[config.mk]
export PLATFORM = sky130hd
export DESIGN_NAME = lut_cfg_ctrl_flat
export DESIGN_NICKNAME = d
export VERILOG_FILES = /design/src/rtl/lut_cfg_pkg.sv /design/src/rtl/lut_cfg_ctrl_if.sv /design/src/rtl/lut_cfg_asm.sv /design/src/rtl/lut_cfg_ctrl.sv /design/src/flat_wrapper.sv
export SDC_FILE = /design/constraint.sdc
export NUM_CORES = 1
export LEC_CHECK = 0
export CORE_MARGIN = 1
export CORE_UTILIZATION = 54
export CTS_CLUSTER_SIZE = 8
export DETAILED_ROUTE_END_ITERATION = 8
export PLACE_DENSITY_LB_ADDON = 0.15
export RECOVER_POWER = 25
export SETUP_SLACK_MARGIN = 0.4
export SLEW_MARGIN = 10
export SYNTH_ARGS = -nofsm -noshare
export SYNTH_HDL_FRONTEND = slang
export SYNTH_HIERARCHICAL = 1
export SYNTH_SLANG_ARGS = --single-unit
[constraint.sdc]
create_clock -name clk_i -period 5.3 [get_ports clk_i]
set_input_delay 1.06 -clock clk_i [delete_from_list [all_inputs] [get_ports clk_i]]
set_output_delay 1.06 -clock clk_i [all_outputs]
set_load 0.05 [all_outputs]
[src/rtl/lut_cfg_pkg.sv]
// Shared types and constants for the LUT configuration sequencer.
// LUT_CFG_CHECK_EN adds a per-LUT checksum byte and the CHK state.
package lut_cfg_pkg;

  localparam int unsigned LUT_BITS = 16;

`ifdef LUT_CFG_CHECK_EN
  localparam int unsigned CFG_BYTES_PER_LUT = 3;
`else
  localparam int unsigned CFG_BYTES_PER_LUT = 2;
`endif

  typedef enum logic [2:0] {
    StIdle,
    StLo,
    StHi,
`ifdef LUT_CFG_CHECK_EN
    StChk,
`endif
    StWrite,
    StDone
  } lut_cfg_state_e;

endpackage

[src/rtl/lut_cfg_ctrl_if.sv]
// Control, configuration-stream and LUT-bank signals of lut_cfg_ctrl.
// Signal suffixes are from the controller's point of view (slave modport).
interface lut_cfg_ctrl_if #(
  parameter int unsigned NUM_LUTS = 8
);
  import lut_cfg_pkg::*;

  logic                start_i;
  logic                abort_i;
  logic                cfg_valid_i;
  logic [7:0]          cfg_data_i;
  logic                cfg_ready_o;
  logic [LUT_BITS-1:0] lut_data_o;
  logic [NUM_LUTS-1:0] lut_we_o;
  logic                busy_o;
  logic                done_o;
  logic                err_o;

  modport slave (
    input  start_i, abort_i, cfg_valid_i, cfg_data_i,
    output cfg_ready_o, lut_data_o, lut_we_o, busy_o, done_o, err_o
  );

  modport master (
    output start_i, abort_i, cfg_valid_i, cfg_data_i,
    input  cfg_ready_o, lut_data_o, lut_we_o, busy_o, done_o, err_o
  );

endinterface

[src/rtl/lut_cfg_asm.sv]
// Byte-to-word assembler: holds the truth table being built and, with
// LUT_CFG_CHECK_EN, compares the incoming byte against lo^hi.
module lut_cfg_asm
  import lut_cfg_pkg::*;
(
  input  logic                clk_i,
  input  logic                reset_i,
  input  logic                lo_en_i,
  input  logic                hi_en_i,
  input  logic [7:0]          byte_i,
`ifdef LUT_CFG_CHECK_EN
  output logic                chk_ok_o,
`endif
  output logic [LUT_BITS-1:0] word_o
);

  logic [LUT_BITS-1:0] data_q, data_d;

  always_comb begin
    data_d = data_q;
    if (lo_en_i) data_d[7:0]  = byte_i;
    if (hi_en_i) data_d[15:8] = byte_i;
  end

  always_ff @(posedge clk_i or posedge reset_i) begin
    if (reset_i) begin
      data_q <= '0;
    end else begin
      data_q <= data_d;
    end
  end

  // Next-state view so the top can register the word in the same edge as the HI capture.
  assign word_o = data_d;

`ifdef LUT_CFG_CHECK_EN
  assign chk_ok_o = (byte_i == (data_q[7:0] ^ data_q[15:8]));
`endif

endmodule

[src/rtl/lut_cfg_ctrl.sv]
// Configuration sequencer: assembles 16-bit truth tables from a byte stream and
// strobes each LUT in ascending order. LUT_CFG_CHECK_EN enables per-LUT checksums.
module lut_cfg_ctrl
  import lut_cfg_pkg::*;
#(
  parameter int unsigned NUM_LUTS = 8
) (
  input logic           clk_i,
  input logic           reset_i,
  lut_cfg_ctrl_if.slave bus
);

  localparam int unsigned IdxW = (NUM_LUTS > 1) ? $clog2(NUM_LUTS) : 1;
  localparam logic [IdxW-1:0] LastIdx = IdxW'(NUM_LUTS - 1);

  lut_cfg_state_e      state_q, state_d;
  logic [IdxW-1:0]     idx_q, idx_d;
  logic                cfg_ready_q, busy_q, done_q;
  logic [NUM_LUTS-1:0] we_q, we_d;
  logic [LUT_BITS-1:0] data_q, word;
  logic                xfer, last, lo_en, hi_en;
`ifdef LUT_CFG_CHECK_EN
  logic                err_q, err_d, chk_ok;
`endif

  assign xfer = bus.cfg_valid_i & cfg_ready_q;
  assign last = (idx_q == LastIdx);

  lut_cfg_asm u_asm (
    .clk_i    (clk_i),
    .reset_i  (reset_i),
    .lo_en_i  (lo_en),
    .hi_en_i  (hi_en),
    .byte_i   (bus.cfg_data_i),
`ifdef LUT_CFG_CHECK_EN
    .chk_ok_o (chk_ok),
`endif
    .word_o   (word)
  );

  always_comb begin
    state_d = state_q;
    idx_d   = idx_q;
    lo_en   = 1'b0;
    hi_en   = 1'b0;
`ifdef LUT_CFG_CHECK_EN
    err_d   = err_q;
`endif
    unique case (state_q)
      StIdle: begin
        if (bus.start_i) begin
          state_d = StLo;
          idx_d   = '0;
`ifdef LUT_CFG_CHECK_EN
          err_d   = 1'b0;
`endif
        end
      end
      StLo: begin
        if (bus.abort_i) begin
          state_d = StIdle;
        end else if (xfer) begin
          lo_en   = 1'b1;
          state_d = StHi;
        end
      end
      StHi: begin
        if (bus.abort_i) begin
          state_d = StIdle;
        end else if (xfer) begin
          hi_en   = 1'b1;
`ifdef LUT_CFG_CHECK_EN
          state_d = StChk;
`else
          state_d = StWrite;
`endif
        end
      end
`ifdef LUT_CFG_CHECK_EN
      StChk: begin
        if (bus.abort_i) begin
          state_d = StIdle;
        end else if (xfer) begin
          if (chk_ok) begin
            state_d = StWrite;
          end else begin
            // Bad checksum: drop this LUT and carry on with the pass.
            err_d = 1'b1;
            if (last) begin
              state_d = StDone;
            end else begin
              idx_d   = idx_q + 1'b1;
              state_d = StLo;
            end
          end
        end
      end
`endif
      StWrite: begin
        if (bus.abort_i) begin
          state_d = StIdle;
        end else if (last) begin
          state_d = StDone;
        end else begin
          idx_d   = idx_q + 1'b1;
          state_d = StLo;
        end
      end
      StDone:  state_d = StIdle;
      default: state_d = StIdle;
    endcase
  end

  always_comb begin
    we_d = '0;
    if (state_d == StWrite) we_d[idx_q] = 1'b1;
  end

  // Outputs are registered from the next state so they line up with it.
  always_ff @(posedge clk_i or posedge reset_i) begin
    if (reset_i) begin
      state_q     <= StIdle;
      idx_q       <= '0;
      cfg_ready_q <= 1'b0;
      busy_q      <= 1'b0;
      done_q      <= 1'b0;
      we_q        <= '0;
      data_q      <= '0;
    end else begin
      state_q     <= state_d;
      idx_q       <= idx_d;
      cfg_ready_q <= (state_d == StLo) || (state_d == StHi)
`ifdef LUT_CFG_CHECK_EN
                     || (state_d == StChk)
`endif
                     ;
      busy_q      <= (state_d != StIdle) && (state_d != StDone);
      done_q      <= (state_d == StDone);
      we_q        <= we_d;
      if (state_d == StWrite) data_q <= word;
    end
  end

`ifdef LUT_CFG_CHECK_EN
  always_ff @(posedge clk_i or posedge reset_i) begin
    if (reset_i) begin
      err_q <= 1'b0;
    end else begin
      err_q <= err_d;
    end
  end
  assign bus.err_o = err_q;
`else
  assign bus.err_o = 1'b0;
`endif

  assign bus.cfg_ready_o = cfg_ready_q;
  assign bus.busy_o      = busy_q;
  assign bus.done_o      = done_q;
  assign bus.lut_we_o    = we_q;
  assign bus.lut_data_o  = data_q;

endmodule

[src/flat_wrapper.sv]
// flat-port wrapper written by rule: the top's interface ports become plain ports
module lut_cfg_ctrl_flat import lut_cfg_pkg::*;
#(
  parameter int unsigned NUM_LUTS = 8
)
  (clk_i, reset_i, bus_start_i, bus_abort_i, bus_cfg_valid_i, bus_cfg_data_i, bus_cfg_ready_o, bus_lut_data_o, bus_lut_we_o, bus_busy_o, bus_done_o, bus_err_o);
  lut_cfg_ctrl_if #(.NUM_LUTS(NUM_LUTS)) bus_i ();
  input logic clk_i;
  input logic reset_i;
  input wire logic [$bits(bus_i.start_i)-1:0] bus_start_i;
  input wire logic [$bits(bus_i.abort_i)-1:0] bus_abort_i;
  input wire logic [$bits(bus_i.cfg_valid_i)-1:0] bus_cfg_valid_i;
  input wire logic [$bits(bus_i.cfg_data_i)-1:0] bus_cfg_data_i;
  output wire logic [$bits(bus_i.cfg_ready_o)-1:0] bus_cfg_ready_o;
  output wire logic [$bits(bus_i.lut_data_o)-1:0] bus_lut_data_o;
  output wire logic [$bits(bus_i.lut_we_o)-1:0] bus_lut_we_o;
  output wire logic [$bits(bus_i.busy_o)-1:0] bus_busy_o;
  output wire logic [$bits(bus_i.done_o)-1:0] bus_done_o;
  output wire logic [$bits(bus_i.err_o)-1:0] bus_err_o;
  assign bus_i.start_i = bus_start_i;
  assign bus_i.abort_i = bus_abort_i;
  assign bus_i.cfg_valid_i = bus_cfg_valid_i;
  assign bus_i.cfg_data_i = bus_cfg_data_i;
  assign bus_cfg_ready_o = bus_i.cfg_ready_o;
  assign bus_lut_data_o = bus_i.lut_data_o;
  assign bus_lut_we_o = bus_i.lut_we_o;
  assign bus_busy_o = bus_i.busy_o;
  assign bus_done_o = bus_i.done_o;
  assign bus_err_o = bus_i.err_o;
  lut_cfg_ctrl #(.NUM_LUTS(NUM_LUTS)) u_core (.clk_i(clk_i), .reset_i(reset_i), .bus(bus_i));
endmodule
==> summary.md, run 1 <==
- **result of the run** finished with violations
- **violations in the final reports** capacitance limit, slew limit
- **total congestion overflow** 0
- **number of sinks handled by clock tree synthesis** 49
- **Slew @ Worst Pin** 1.73 ns
- **Initial DRC Count** 30
- **Arr. time, crit path** 3.45 ns
- **height of the die** 62.9 µm
- **maximum buffer depth of the clock tree** 2
- **Placement Setup Slack** 1.73 ns
- **path type of the worst setup path** in2reg
- **setup ws final** 2.02 ns
- **total number of nets in the final design** 188
- **CP required** 5.47 ns
- **total of cells resized after clock tree synthesis** 0
- **Maximum Capacitance Violations** 1
- **CTS tree** built
- **CP top delay family** buffers and inverters
- **Final setup viols** 0
- **Critical path buffers and inverters** 2
- **vias in the first global route** 1279
- **proportion of netlist area held by the largest area contributor** 61.2%
- **area of the mapped netlist** 2000 µm²
- **CP cell instances** clkdlybuf4s50_1 > nor2_1 > nand3_2 > inv_1 > mux2_4 > mux2_1
- **worst-skew pair later-pin latency** 0.29 ns
- **n_diodes** 0
- **number of flip-flops and latches in the synthesized netlist** 49
- **first-pass GRT wire length** 6.09 mm
- **total number of vias** 1160
- **H-tree levels** 2
- **Hold-fix buffers, CTS** 0
- **Worst VDD drop** 0.000275 V
- **buffer cell driving the clock tree root** sky130_fd_sc_hd__clkbuf_8
- **Overall Global Routing Usage** 20.7%
- **ANT nets after route** 0
- **horizontal die dimension** 62.9 µm
- **final setup TNS** 0 ns
- **worst relative slew slack** -15.6%
- **final worst path period need** 3.28 ns
- **part of the Yosys area used for sequential elements** 61.2%
- **Cell Pwr Density** 452 nW/µm²
- **period utilisation layout** 61.8%
- **main area contributors after synthesis** sky130_fd_sc_hd__dfrtp_1, sky130_fd_sc_hd__mux2_4, sky130_fd_sc_hd__mux2_1
- **type of the worst min-delay path** reg2reg
- **highest-delay cell along the critical path** sky130_fd_sc_hd__inv_1
- **area of the core** 3440 µm²
- **net count after synthesis** 147
- **remaining design rule violation count** 0
- **post-synth top area cell** sky130_fd_sc_hd__dfrtp_1
- **number of port buffers** 39
- **layout cells sized above 1** 19.5%
- **final wirelength** 3.48 mm
- **maximum number of pins on one net before global-route repair** 34
- **maximum fanout along the worst path** 23
- **layout overhead on the synthesized area** 26.0%
- **Top Ports** 41
- **per-cell routed wire length** 15.8 µm
- **effective utilization at floorplan** 58.2%
- **site row count** 21
- **number of antenna violations at the first check in global routing** 0
- **area enclosed by the die boundary** 3960 µm²
- **pins over their slew limit** 34
- **worst hold slack** 0.494 ns
- **launching element type of the critical path** primary input
- **setup repair bufs after CTS** 0
- **Avg Synthesized Cell Area** 15.2 µm²
- **HPWL after detailed placement** 2.42 mm
- **setup repair after global routing missed its margin** no
- **per-cell via count in the routed design** 5.27
- **leak pwr** 1.19 nW
- **Syn. warnings** 6
- **unique cell type count in the Yosys netlist** 33
- **type of element capturing the critical path** register
- **delay of the slowest critical-path stage** 0.57 ns
- **area of combinational cells with multiple inputs** 712 µm²
- **count of endpoints failing hold in the final timing report** 0
- **footprint of the flip-flops and latches** 1230 µm²
- **clock-pin slew of the registers on the worst-case setup and hold paths** 0.08 ns
- **Post-Route Skew** 0.00409 ns
- **number of iterations in the first detailed-routing pass** 4
- **maximum clock rate** 305 MHz
- **TritonCTS Buffers** 5
- **weighted congestion at the end of routability-driven global placement** 0.769
- **Synth Instances** 132
- **Filler cells** 245
==> layout by cell type (no fill, tap or decap) <==
cell type                         synthesis  routed
sky130_fd_sc_hd__clkdlybuf4s50_1          0      38
sky130_fd_sc_hd__nand4_1                  1       1
sky130_fd_sc_hd__dlygate4sd3_1            0       1
sky130_fd_sc_hd__nor3b_1                  1       1
sky130_fd_sc_hd__a21oi_1                  1       1
sky130_fd_sc_hd__clkbuf_1                 0       2
sky130_fd_sc_hd__mux2_4                  16      16
sky130_fd_sc_hd__and2b_4                  1       1
sky130_fd_sc_hd__clkbuf_8                 0       6
sky130_fd_sc_hd__nor4b_1                  1       1
sky130_fd_sc_hd__nor4_1                   1       1
sky130_fd_sc_hd__mux2i_1                  3       3
sky130_fd_sc_hd__and3_1                   1       1
sky130_fd_sc_hd__o311ai_0                 1       1
sky130_fd_sc_hd__or3b_4                   1       1
sky130_fd_sc_hd__bufinv_16                0       1
sky130_fd_sc_hd__a211oi_1                 1       1
sky130_fd_sc_hd__nand3_2                  1       1
sky130_fd_sc_hd__and3b_1                  1       1
sky130_fd_sc_hd__nor3_1                   5       5
sky130_fd_sc_hd__conb_1                   1       1
sky130_fd_sc_hd__mux2_2                   3       3
sky130_fd_sc_hd__inv_1                    5       5
sky130_fd_sc_hd__and2b_2                  3       3
sky130_fd_sc_hd__ha_1                     2       2
sky130_fd_sc_hd__nand2b_1                 1       1
sky130_fd_sc_hd__nand2_1                  4       4
sky130_fd_sc_hd__mux2_1                  13      13
sky130_fd_sc_hd__o21ai_0                  1       1
sky130_fd_sc_hd__or4b_2                   1       1
sky130_fd_sc_hd__nor3b_4                  1       1
sky130_fd_sc_hd__dfrtp_1                 49      49
sky130_fd_sc_hd__and2_1                   3       3
sky130_fd_sc_hd__nor2_1                   3       3
==> cell usage after synthesis <==
master and count:
sky130_fd_sc_hd__nor4b_1 1, sky130_fd_sc_hd__nor3b_4 1, sky130_fd_sc_hd__a21oi_1 1, sky130_fd_sc_hd__ha_1 2, sky130_fd_sc_hd__nor3b_1 1, sky130_fd_sc_hd__nand3_2 1
sky130_fd_sc_hd__nand2b_1 1, sky130_fd_sc_hd__and2_1 3, sky130_fd_sc_hd__and3_1 1, sky130_fd_sc_hd__and2b_2 3, sky130_fd_sc_hd__buf_1 1, sky130_fd_sc_hd__inv_1 5
sky130_fd_sc_hd__o311ai_0 1, sky130_fd_sc_hd__or4b_2 1, sky130_fd_sc_hd__nand4_1 1, sky130_fd_sc_hd__buf_2 1, sky130_fd_sc_hd__mux2_4 16, sky130_fd_sc_hd__nor3_1 5
sky130_fd_sc_hd__buf_4 2, sky130_fd_sc_hd__mux2_2 3, sky130_fd_sc_hd__nor4_1 1, sky130_fd_sc_hd__buf_6 2, sky130_fd_sc_hd__a211oi_1 1, sky130_fd_sc_hd__and2b_4 1
sky130_fd_sc_hd__or3b_4 1, sky130_fd_sc_hd__nor2_1 3, sky130_fd_sc_hd__o21ai_0 1, sky130_fd_sc_hd__nand2_1 4, sky130_fd_sc_hd__mux2i_1 3, sky130_fd_sc_hd__mux2_1 13
sky130_fd_sc_hd__and3b_1 1, sky130_fd_sc_hd__dfrtp_1 49, sky130_fd_sc_hd__conb_1 1
==> path summary, 6_finish.rpt <==
| kind | from | to | slack, ns | depth (start not counted) |
|---|---|---|---|---|
| setup / recovery | bus_abort_i | u_core/bus.lut_data_o[10] | 2.02 | 6 |
| hold / removal | u_core/u_asm/data_q[1] | u_core/u_asm/data_q[1] | 0.49 | 1 |
| setup reg to reg | u_core/state_q[0] | u_core/bus.lut_data_o[10] | 2.75 | 5 |
| hold reg to reg | u_core/u_asm/data_q[1] | u_core/u_asm/data_q[1] | 0.49 | 1 |
| max in group asynchronous | reset_i | u_core/bus.lut_data_o[0] | 2.46 | 3 |
| min in group asynchronous | reset_i | u_core/u_asm/data_q[8] | 1.30 | 2 |
==> through the flow <==
step / cell area, µm² / power [W] / std cells / utilization [%]
after CTS: 2530 / 0.00115 / 220 / 73.5
after floorplan: 2000 / 0.000771 / 132 / -
after global routing: 2520 / 0.00119 / 220 / 73.4
final: 2520 / 0.00114 / 220 / 73.4
after global placement: 2410 / 0.000871 / 212 / 70.1
after detailed placement: 2410 / 0.000884 / 212 / 70.1
==> cell type report <==
cell class,count,share of cell area (%)
Sequential cell,49,48.6
Inverter,5,0.743
Clock buffer,7,3.42
Clock inverter,1,1.19
Timing Repair Buffer,40,15.6
Tap cell,46,2.28
Multi-Input combinational cell,72,28.2
==> cell families after synthesis <==
logic type               after synthesis  share of synthesized area, %
AND/OR/NAND/NOR                       30                          10.3
other                                  1                         0.187
adder cells (fa/ha/maj)                2                          1.25
multiplexers                          35                          22.5
AO/OA/AOI/OAI                          4                          1.31
flip-flops                            49                          61.2
buffers and inverters                 11                          3.25
==> report_power, final <==
group	internal, W	switching (W)
clock	0.000154	0.000111
combinational	0.000168	0.000203
sequential	0.000464	0.0000415
total	0.000786	0.000355
==> sequential cells by signal, indices dropped and copies added (netlist names) <==
signal	cells
u_core/bus.cfg_ready_o	1
u_core/bus.done_o	1
u_core/bus.lut_data_o	16
u_core/bus.lut_we_o	8
u_core/u_asm/data_q	16
u_core/bus.busy_o	1
u_core/idx_q	3
u_core/state_q	3
==> per-layer routing <==
metal | GRT usage [%] | vias to the layer above | routed length [µm]
li1 | - | 535 | -
met1 | 26.1 | 588 | 1580
met2 | 33.7 | 35 | 1720
met3 | 5.66 | 2 | 151
met4 | 8.43 | 0 | 27
met5 | 0 | - | 0
==> worst register-to-register path, stage by stage (launching register included) <==
cell	delay, ns
sky130_fd_sc_hd__dfrtp_1	0.44
sky130_fd_sc_hd__and2b_4	0.29
sky130_fd_sc_hd__nand3_2	0.46
sky130_fd_sc_hd__inv_1	0.58
sky130_fd_sc_hd__mux2_4	0.35
sky130_fd_sc_hd__mux2_1	0.30
Note: power is estimated with default switching activity, not from simulation.
==> run 2: changes to the inputs <==
--- a/config.mk
+++ b/config.mk
@@ -6,7 +6,7 @@
 export NUM_CORES = 1
 export LEC_CHECK = 0
 export CORE_MARGIN = 1
-export CORE_UTILIZATION = 54
+export CORE_UTILIZATION = 45
 export CTS_CLUSTER_SIZE = 8
 export DETAILED_ROUTE_END_ITERATION = 8
 export PLACE_DENSITY_LB_ADDON = 0.15
==> constraint.sdc (replaced) <==
create_clock -name clk_i -period 2.9 [get_ports clk_i]
set_input_delay 0.58 -clock clk_i [delete_from_list [all_inputs] [get_ports clk_i]]
set_output_delay 0.58 -clock clk_i [all_outputs]
set_load 0.05 [all_outputs]
==> run 2 against run 1 <==
The flow now finishes without violations. Non-clock buffer count is 1 higher. Hold slack gained 0.0021 ns. Die area grew 19%. Clock skew rose by 0.0049 ns. Combinational power increased by 83%. Clock power increased by 74%. Register-to-register slack worse by 1.9 ns. Final cell count is 1.8% higher. Routed wire length grew 4.4%. Critical endpoint is now u_core/bus.lut_data_o[5]. Largest cell class unchanged. Largest power group unchanged.
==> summary.md, run 2 (same netlist as run 1, synthesis figures left out) <==
- **result of the run** complete, no violations, was finished with violations
- **path type of the worst setup path** in2reg, unchanged
- **final worst path period need** 2.37 ns
- **total of cells resized after clock tree synthesis** 0, unchanged
- **leak pwr** 1.20 nW, was 1.19 nW
- **remaining design rule violation count** 0, unchanged
- **maximum number of pins on one net before global-route repair** 23, was 34
- **Cell Pwr Density** 811 nW/µm², was 452 nW/µm²
- **launching element type of the critical path** primary input, unchanged
- **period utilisation layout** 81.8%
- **clock-pin slew of the registers on the worst-case setup and hold paths** 0.08 ns, about the same
- **HPWL after detailed placement** 2.51 mm, was 2.42 mm
- **Hold-fix buffers, CTS** 0, unchanged
- **maximum buffer depth of the clock tree** 2, unchanged
- **number of iterations in the first detailed-routing pass** 4, unchanged
- **Top Ports** 41, unchanged
- **commonest cells after routing, fill and taps aside** sky130_fd_sc_hd__dfrtp_1, sky130_fd_sc_hd__clkdlybuf4s50_1, sky130_fd_sc_hd__mux2_4, unchanged
- **height of the die** 68.7 µm, was 62.9 µm
- **area of the core** 4140 µm², was 3440 µm²
- **slack of the worst reg-to-reg path** 0.85 ns, was 2.75 ns
- **maximum clock rate** 422 MHz
- **pins over their slew limit** 0, was 34
- **site row count** 23, was 21
- **hold path startpoint** u_core/u_asm/data_q[2], was u_core/u_asm/data_q[1]
- **Final Cell Area** 2540 µm², was 2520 µm²
- **weighted congestion at the end of routability-driven global placement** 0.881, was 0.769
- **effective utilization at floorplan** 48.3%, was 58.2%
- **area enclosed by the die boundary** 4720 µm², was 3960 µm²
- **type of element capturing the critical path** register, unchanged
- **setup repair after global routing missed its margin** no, unchanged
- **vias in the first global route** 1257, was 1279
- **buffer cell driving the clock tree root** sky130_fd_sc_hd__clkbuf_8, unchanged
- **most common cell after layout, fill and taps aside** sky130_fd_sc_hd__dfrtp_1, unchanged
- **ANT nets after route** 0, unchanged
- **number of antenna violations at the first check in global routing** 0, unchanged
- **CP top delay family** simple AND/OR/NAND/NOR gates, was buffers and inverters
- **total placed instance area** 2440 µm², was 2410 µm²
- **type of the worst min-delay path** reg2reg, unchanged
- **Maximum Capacitance Violations** 0, was 1
- **final wirelength** 3.63 mm, was 3.48 mm
- **layout cells sized above 1** 20.7%, was 19.5%
- **Slew @ Worst Pin** 0.703 ns, was 1.73 ns
- **layout overhead on the synthesized area** 26.9%, was 26.0%
- **per-cell via count in the routed design** 5.06, was 5.27
- **Arr. time, crit path** 2.55 ns, was 3.45 ns
- **H-tree levels** 2, unchanged
- **delay of the slowest critical-path stage** 0.48 ns, was 0.57 ns
- **total number of nets in the final design** 189, was 188
- **number of cell instances on the worst register-to-register path** 4, was 5
- **n_diodes** 0, unchanged
- **Critical path buffers and inverters** 1, was 2
- **TritonCTS Buffers** 5, unchanged
- **number of sinks handled by clock tree synthesis** 49, unchanged
- **horizontal die dimension** 68.7 µm, was 62.9 µm
- **CP cell instances** clkdlybuf4s50_1 > or3b_4 > and2b_2 > mux2_4 > mux2_1, was clkdlybuf4s50_1 > nor2_1 > nand3_2 > inv_1 > mux2_4 > mux2_1
- **launch point of the worst reg-to-reg path** u_core/state_q[2], was u_core/state_q[0]
- **per-cell routed wire length** 16.2 µm, was 15.8 µm
- **worst relative slew slack** 53.1%, was -15.6%
- **total congestion overflow** 0, unchanged
- **CP required** 3.07 ns, was 5.47 ns
- **worst reg2reg endpoint** u_core/bus.lut_data_o[5], was u_core/bus.lut_data_o[10]
- **Post-Route Skew** 0.00902 ns, was 0.00409 ns
- **setup ws final** 0.528 ns, was 2.02 ns
- **first-pass GRT wire length** 6.20 mm, was 6.09 mm
- **maximum fanout along the worst path** 8, was 23
- **Hold Crit Depth** 1, unchanged
- **worst-skew pair later-pin latency** 0.30 ns, was 0.29 ns
- **count of endpoints failing hold in the final timing report** 0, unchanged
- **total number of vias** 1134, was 1160
- **Initial DRC Count** 21, was 30
- **CTS tree** built, unchanged
- **number of port buffers** 39, unchanged
- **highest-delay cell along the critical path** sky130_fd_sc_hd__clkdlybuf4s50_1, was sky130_fd_sc_hd__inv_1
- **setup repair bufs after CTS** 0, unchanged
- **Hold Path End** u_core/u_asm/data_q[2], was u_core/u_asm/data_q[1]
- **Overall Global Routing Usage** 18.9%, was 20.7%
- **Final setup viols** 0, unchanged
- **Worst VDD drop** 0.000443 V, was 0.000275 V
- **final setup TNS** 0 ns, unchanged
- **Filler cells** 346, was 245
- **Placement Setup Slack** 0.230 ns, was 1.73 ns
-- run 2: changes by cell type in the layout (fill, tap and decap cells not counted) --
cell / previous run / this run
sky130_fd_sc_hd__dlygate4sd3_1: 1 / 2
sky130_fd_sc_hd__clkbuf_8: 6 / 5
sky130_fd_sc_hd__buf_4: 0 / 1
sky130_fd_sc_hd__buf_12: 0 / 1
sky130_fd_sc_hd__clkdlybuf4s50_1: 38 / 37
sky130_fd_sc_hd__clkinv_2: 0 / 1
sky130_fd_sc_hd__clkbuf_1: 2 / 0
-- run 2: report_power, final --
part           internal [W]  total [W]  switching, W
logic              0.000309   0.000679      0.000369
clock network      0.000251   0.000459      0.000208
registers          0.000849   0.000924     0.0000752
total               0.00141    0.00206      0.000653
-- run 2: how the worst max path moves through the flow --
| stage | start | cells after the start | end |
|---|---|---|---|
| after floorplan | u_core/bus.cfg_ready_o | 7 | u_core/bus.lut_data_o[10] |
| after global placement | bus_abort_i | 5 | u_core/bus.lut_data_o[0] |
| after detailed placement | bus_abort_i | 5 | u_core/bus.lut_data_o[1] |
| after CTS | bus_abort_i | 5 | u_core/bus.lut_data_o[5] |
| after global routing | bus_abort_i | 5 | u_core/bus.lut_data_o[5] |
| final | bus_abort_i | 5 | u_core/bus.lut_data_o[5] |
-- run 2: routing by layer --
layer | global-route usage (%) | vias to the layer above | part of all wire, %
met5 | 0 | - | 0
met4 | 9.95 | 0 | 2.0
met3 | 4.61 | 7 | 4.2
met2 | 30.1 | 24 | 49
met1 | 23.8 | 565 | 45
li1 | - | 538 | -
-- run 2: metrics by stage --
stage	hold slack [ns]	utilization (%)	std cells	total power [W]
final	0.497	61.3	224	0.00206
after global routing	0.505	61.3	224	0.00217
after CTS	0.500	61.3	224	0.00209
after detailed placement	0.483	58.8	217	0.00162
after global placement	0.473	58.8	217	0.00160
after floorplan	0.464	-	132	0.00141
-- run 2: final cells by class --
type	instances	area (µm²)	share of cell area, %
Sequential cell	49	1230	48.3
Multi-Input combinational cell	72	712	28.0
Timing Repair Buffer	41	418	16.4
Clock buffer	5	68.8	2.71
Tap cell	50	62.6	2.46
Clock inverter	2	35.0	1.38
Inverter	5	18.8	0.739
-- run 2: worst register-to-register path: cells and delay by family (launching register included) --
family | cells | cell delay (ns)
and+or+nand+nor | 2 | 0.86
muxes | 2 | 0.63
DFF | 1 | 0.44
==> run 3: changes to the inputs <==
--- a/config.mk
+++ b/config.mk
@@ -6,7 +6,7 @@
 export NUM_CORES = 1
 export LEC_CHECK = 0
 export CORE_MARGIN = 1
-export CORE_UTILIZATION = 45
+export CORE_UTILIZATION = 50
 export CTS_CLUSTER_SIZE = 8
 export DETAILED_ROUTE_END_ITERATION = 8
 export PLACE_DENSITY_LB_ADDON = 0.15
==> constraint.sdc (replaced) <==
create_clock -name clk_i -period 2.35 [get_ports clk_i]
set_input_delay 0.47 -clock clk_i [delete_from_list [all_inputs] [get_ports clk_i]]
set_output_delay 0.47 -clock clk_i [all_outputs]
set_load 0.05 [all_outputs]
==> run 3 against run 2 <==
Register-to-register slack got worse by 0.42 ns. Die area shrank 9.7%. Via count up 5.0%. First-iteration DRC count up 95%. Clock skew is 0.0065 ns lower. Sequential share of layout area fell by 1.0 points. Highest routed layer unchanged. Global-route usage grew 1.5 points.
==> summary.md, run 3 (same netlist as run 1, synthesis figures left out) <==
- **Cell Pwr Density** 965 nW/µm², was 811 nW/µm²
- **Worst VDD drop** 0.000552 V, was 0.000443 V
- **CTS tree** built, unchanged
- **HPWL after detailed placement** 2.55 mm, was 2.51 mm
- **worst hold slack** 0.497 ns, about the same
- **n_diodes** 0, unchanged
- **worst relative slew slack** 56.0%, was 53.1%
- **Hold-fix buffers, CTS** 0, unchanged
- **pins over their slew limit** 0, unchanged
- **layout overhead on the synthesized area** 29.7%, was 26.9%
- **vias in the first global route** 1290, was 1257
- **type of element capturing the critical path** register, unchanged
- **site row count** 22, was 23
- **buffer cell driving the clock tree root** sky130_fd_sc_hd__clkbuf_8, unchanged
- **commonest cells after routing, fill and taps aside** sky130_fd_sc_hd__dfrtp_1, sky130_fd_sc_hd__clkdlybuf4s50_1, sky130_fd_sc_hd__mux2_4, unchanged
- **Arr. time, crit path** 2.15 ns, was 2.55 ns
- **H-tree levels** 2, unchanged
- **count of endpoints failing hold in the final timing report** 0, unchanged
- **horizontal die dimension** 65.3 µm, was 68.7 µm
- **Maximum Capacitance Violations** 0, unchanged
- **first-pass GRT wire length** 6.35 mm, was 6.20 mm
- **layout cells sized above 1** 24.3%, was 20.7%
- **highest-delay cell along the critical path** sky130_fd_sc_hd__dlygate4sd3_1, was sky130_fd_sc_hd__clkdlybuf4s50_1
- **top routing layer used** met4, unchanged
- **number of iterations in the first detailed-routing pass** 4, unchanged
- **final worst path period need** 1.97 ns
- **period utilisation layout** 83.7%
- **TritonCTS Buffers** 5, unchanged
- **height of the die** 65.3 µm, was 68.7 µm
- **CP required** 2.53 ns, was 3.07 ns
- **maximum clock rate** 509 MHz
- **total congestion overflow** 0, unchanged
- **delay of the slowest critical-path stage** 0.53 ns, was 0.48 ns
- **ANT nets after route** 0, unchanged
- **maximum number of pins on one net before global-route repair** 23, unchanged
- **remaining design rule violation count** 0, unchanged
- **type of the worst min-delay path** reg2reg, unchanged
- **total number of vias** 1191, was 1134
- **per-cell routed wire length** 16.5 µm, was 16.2 µm
- **per-cell via count in the routed design** 5.20, was 5.06
- **Final setup viols** 0, unchanged
- **Initial DRC Count** 41, was 21
- **overall power** 0.00251 W, was 0.00206 W
- **Overall Global Routing Usage** 20.4%, was 18.9%
- **effective utilization at floorplan** 53.5%, was 48.3%
- **setup repair after global routing missed its margin** yes, was no
- **Slew @ Worst Pin** 0.659 ns, was 0.703 ns
- **Filler cells** 286, was 346
- **clock-pin slew of the registers on the worst-case setup and hold paths** 0.08 ns, about the same
- **total number of nets in the final design** 195, was 189
- **maximum buffer depth of the clock tree** 2, unchanged
- **result of the run** complete, no violations, unchanged
- **total placed instance area** 2460 µm², was 2440 µm²
- **final setup TNS** 0 ns, unchanged
- **most common cell after layout, fill and taps aside** sky130_fd_sc_hd__dfrtp_1, unchanged
- **Top Ports** 41, unchanged
- **path type of the worst setup path** in2reg, unchanged
- **maximum fanout along the worst path** 8, unchanged
- **worst-skew pair later-pin latency** 0.30 ns, about the same
- **number of antenna violations at the first check in global routing** 0, unchanged
- **launching element type of the critical path** primary input, unchanged
- **area enclosed by the die boundary** 4260 µm², was 4720 µm²
- **Final Cell Area** 2600 µm², was 2540 µm²
- **leak pwr** 1.44 nW, was 1.20 nW
- **weighted congestion at the end of routability-driven global placement** 0.807, was 0.881
- **CP cell instances** dlygate4sd3_1 > and2_1 > nand3_2 > inv_1 > buf_4 > mux2_4 > mux2_1, was clkdlybuf4s50_1 > or3b_4 > and2b_2 > mux2_4 > mux2_1
- **final wirelength** 3.78 mm, was 3.63 mm
- **Met3 Routed Length** 175 µm, was 154 µm
- **area of the core** 3740 µm², was 4140 µm²
- **met2 wire length** 1.87 mm, was 1.76 mm
- **wire length on met1** 1.69 mm, was 1.64 mm
- **area of combinational cells with multiple inputs** 713 µm², was 712 µm²
- **number of port buffers** 39, unchanged
- **Post-Route Skew** 0.00252 ns, was 0.00902 ns
- **number of sinks handled by clock tree synthesis** 49, unchanged
- **footprint of the flip-flops and latches** 1230 µm², about the same
run 3: cell types whose count changed in the layout (fill, tap and decap cells not counted), sizes merged:
| cell | change |
|---|---|
| buf | +6 |
| dlygate4sd2 | +9 |
| clkdlybuf4s50 | -19 |
| dlymetal6s2s | +10 |
| clkbuf | +2 |
| bufinv | -1 |
run 3: timing repair:
| item | in CTS | in global routing |
|---|---|---|
| pin swaps | 0 | 1 |
| resized for setup | 10 | 10 |
| setup buffers | 0 | 3 |
| endpoints found under the setup margin | 24 | 18 |
run 3: per-layer routing:
layer | up-vias | GRT usage [%]
met2 | 31 | 32.7
li1 | 544 | -
met4 | 0 | 8.42
met1 | 611 | 26.2
met3 | 5 | 5.56
met5 | - | 0
run 3: cell type report:
cell class | count | area share (%)
clock inverters | 1 | 0.193
inverters | 5 | 0.723
clock buffers | 7 | 3.71
multi-input cells | 72 | 27.5
well taps | 48 | 2.31
flip-flops and latches | 49 | 47.3
repair buffers | 47 | 18.4
run 3: critical path, delay by kind of cell:
| kind | cells | cell delay [ns] |
|---|---|---|
| and+or+nand+nor | 2 | 0.26 |
| muxes | 2 | 0.61 |
| buffers and inverters | 3 | 0.80 |
run 3: worst paths after layout:
path / startpoint / endpoint / slack (ns) / cells after the start
setup / recovery: bus_cfg_valid_i / u_core/bus.lut_data_o[15] / 0.38 / 7
hold / removal: u_core/bus.lut_data_o[3] / u_core/bus.lut_data_o[3] / 0.50 / 1
setup reg to reg: u_core/state_q[0] / u_core/bus.lut_data_o[7] / 0.43 / 4
hold reg to reg: u_core/bus.lut_data_o[3] / u_core/bus.lut_data_o[3] / 0.50 / 1
max in group asynchronous: reset_i / u_core/bus.lut_we_o[0] / 1.11 / 3
min in group asynchronous: reset_i / u_core/bus.lut_data_o[3] / 0.72 / 2
run 3: power by group:
group          internal (W)  switching [W]  leakage [nW]  total (W)
combinational      0.000372       0.000458         0.729   0.000830
clock              0.000266       0.000265        0.0542   0.000531
sequential          0.00105      0.0000965         0.654    0.00114
run 3: stage by stage:
step	instances	util, %	setup WS (ns)
floorplan	132	-	0.434
global placement	218	65.7	-0.0536
detailed placement	218	65.7	-0.0967
CTS	226	68.1	0.405
global route	229	69.4	0.342
finish	229	69.4	0.383
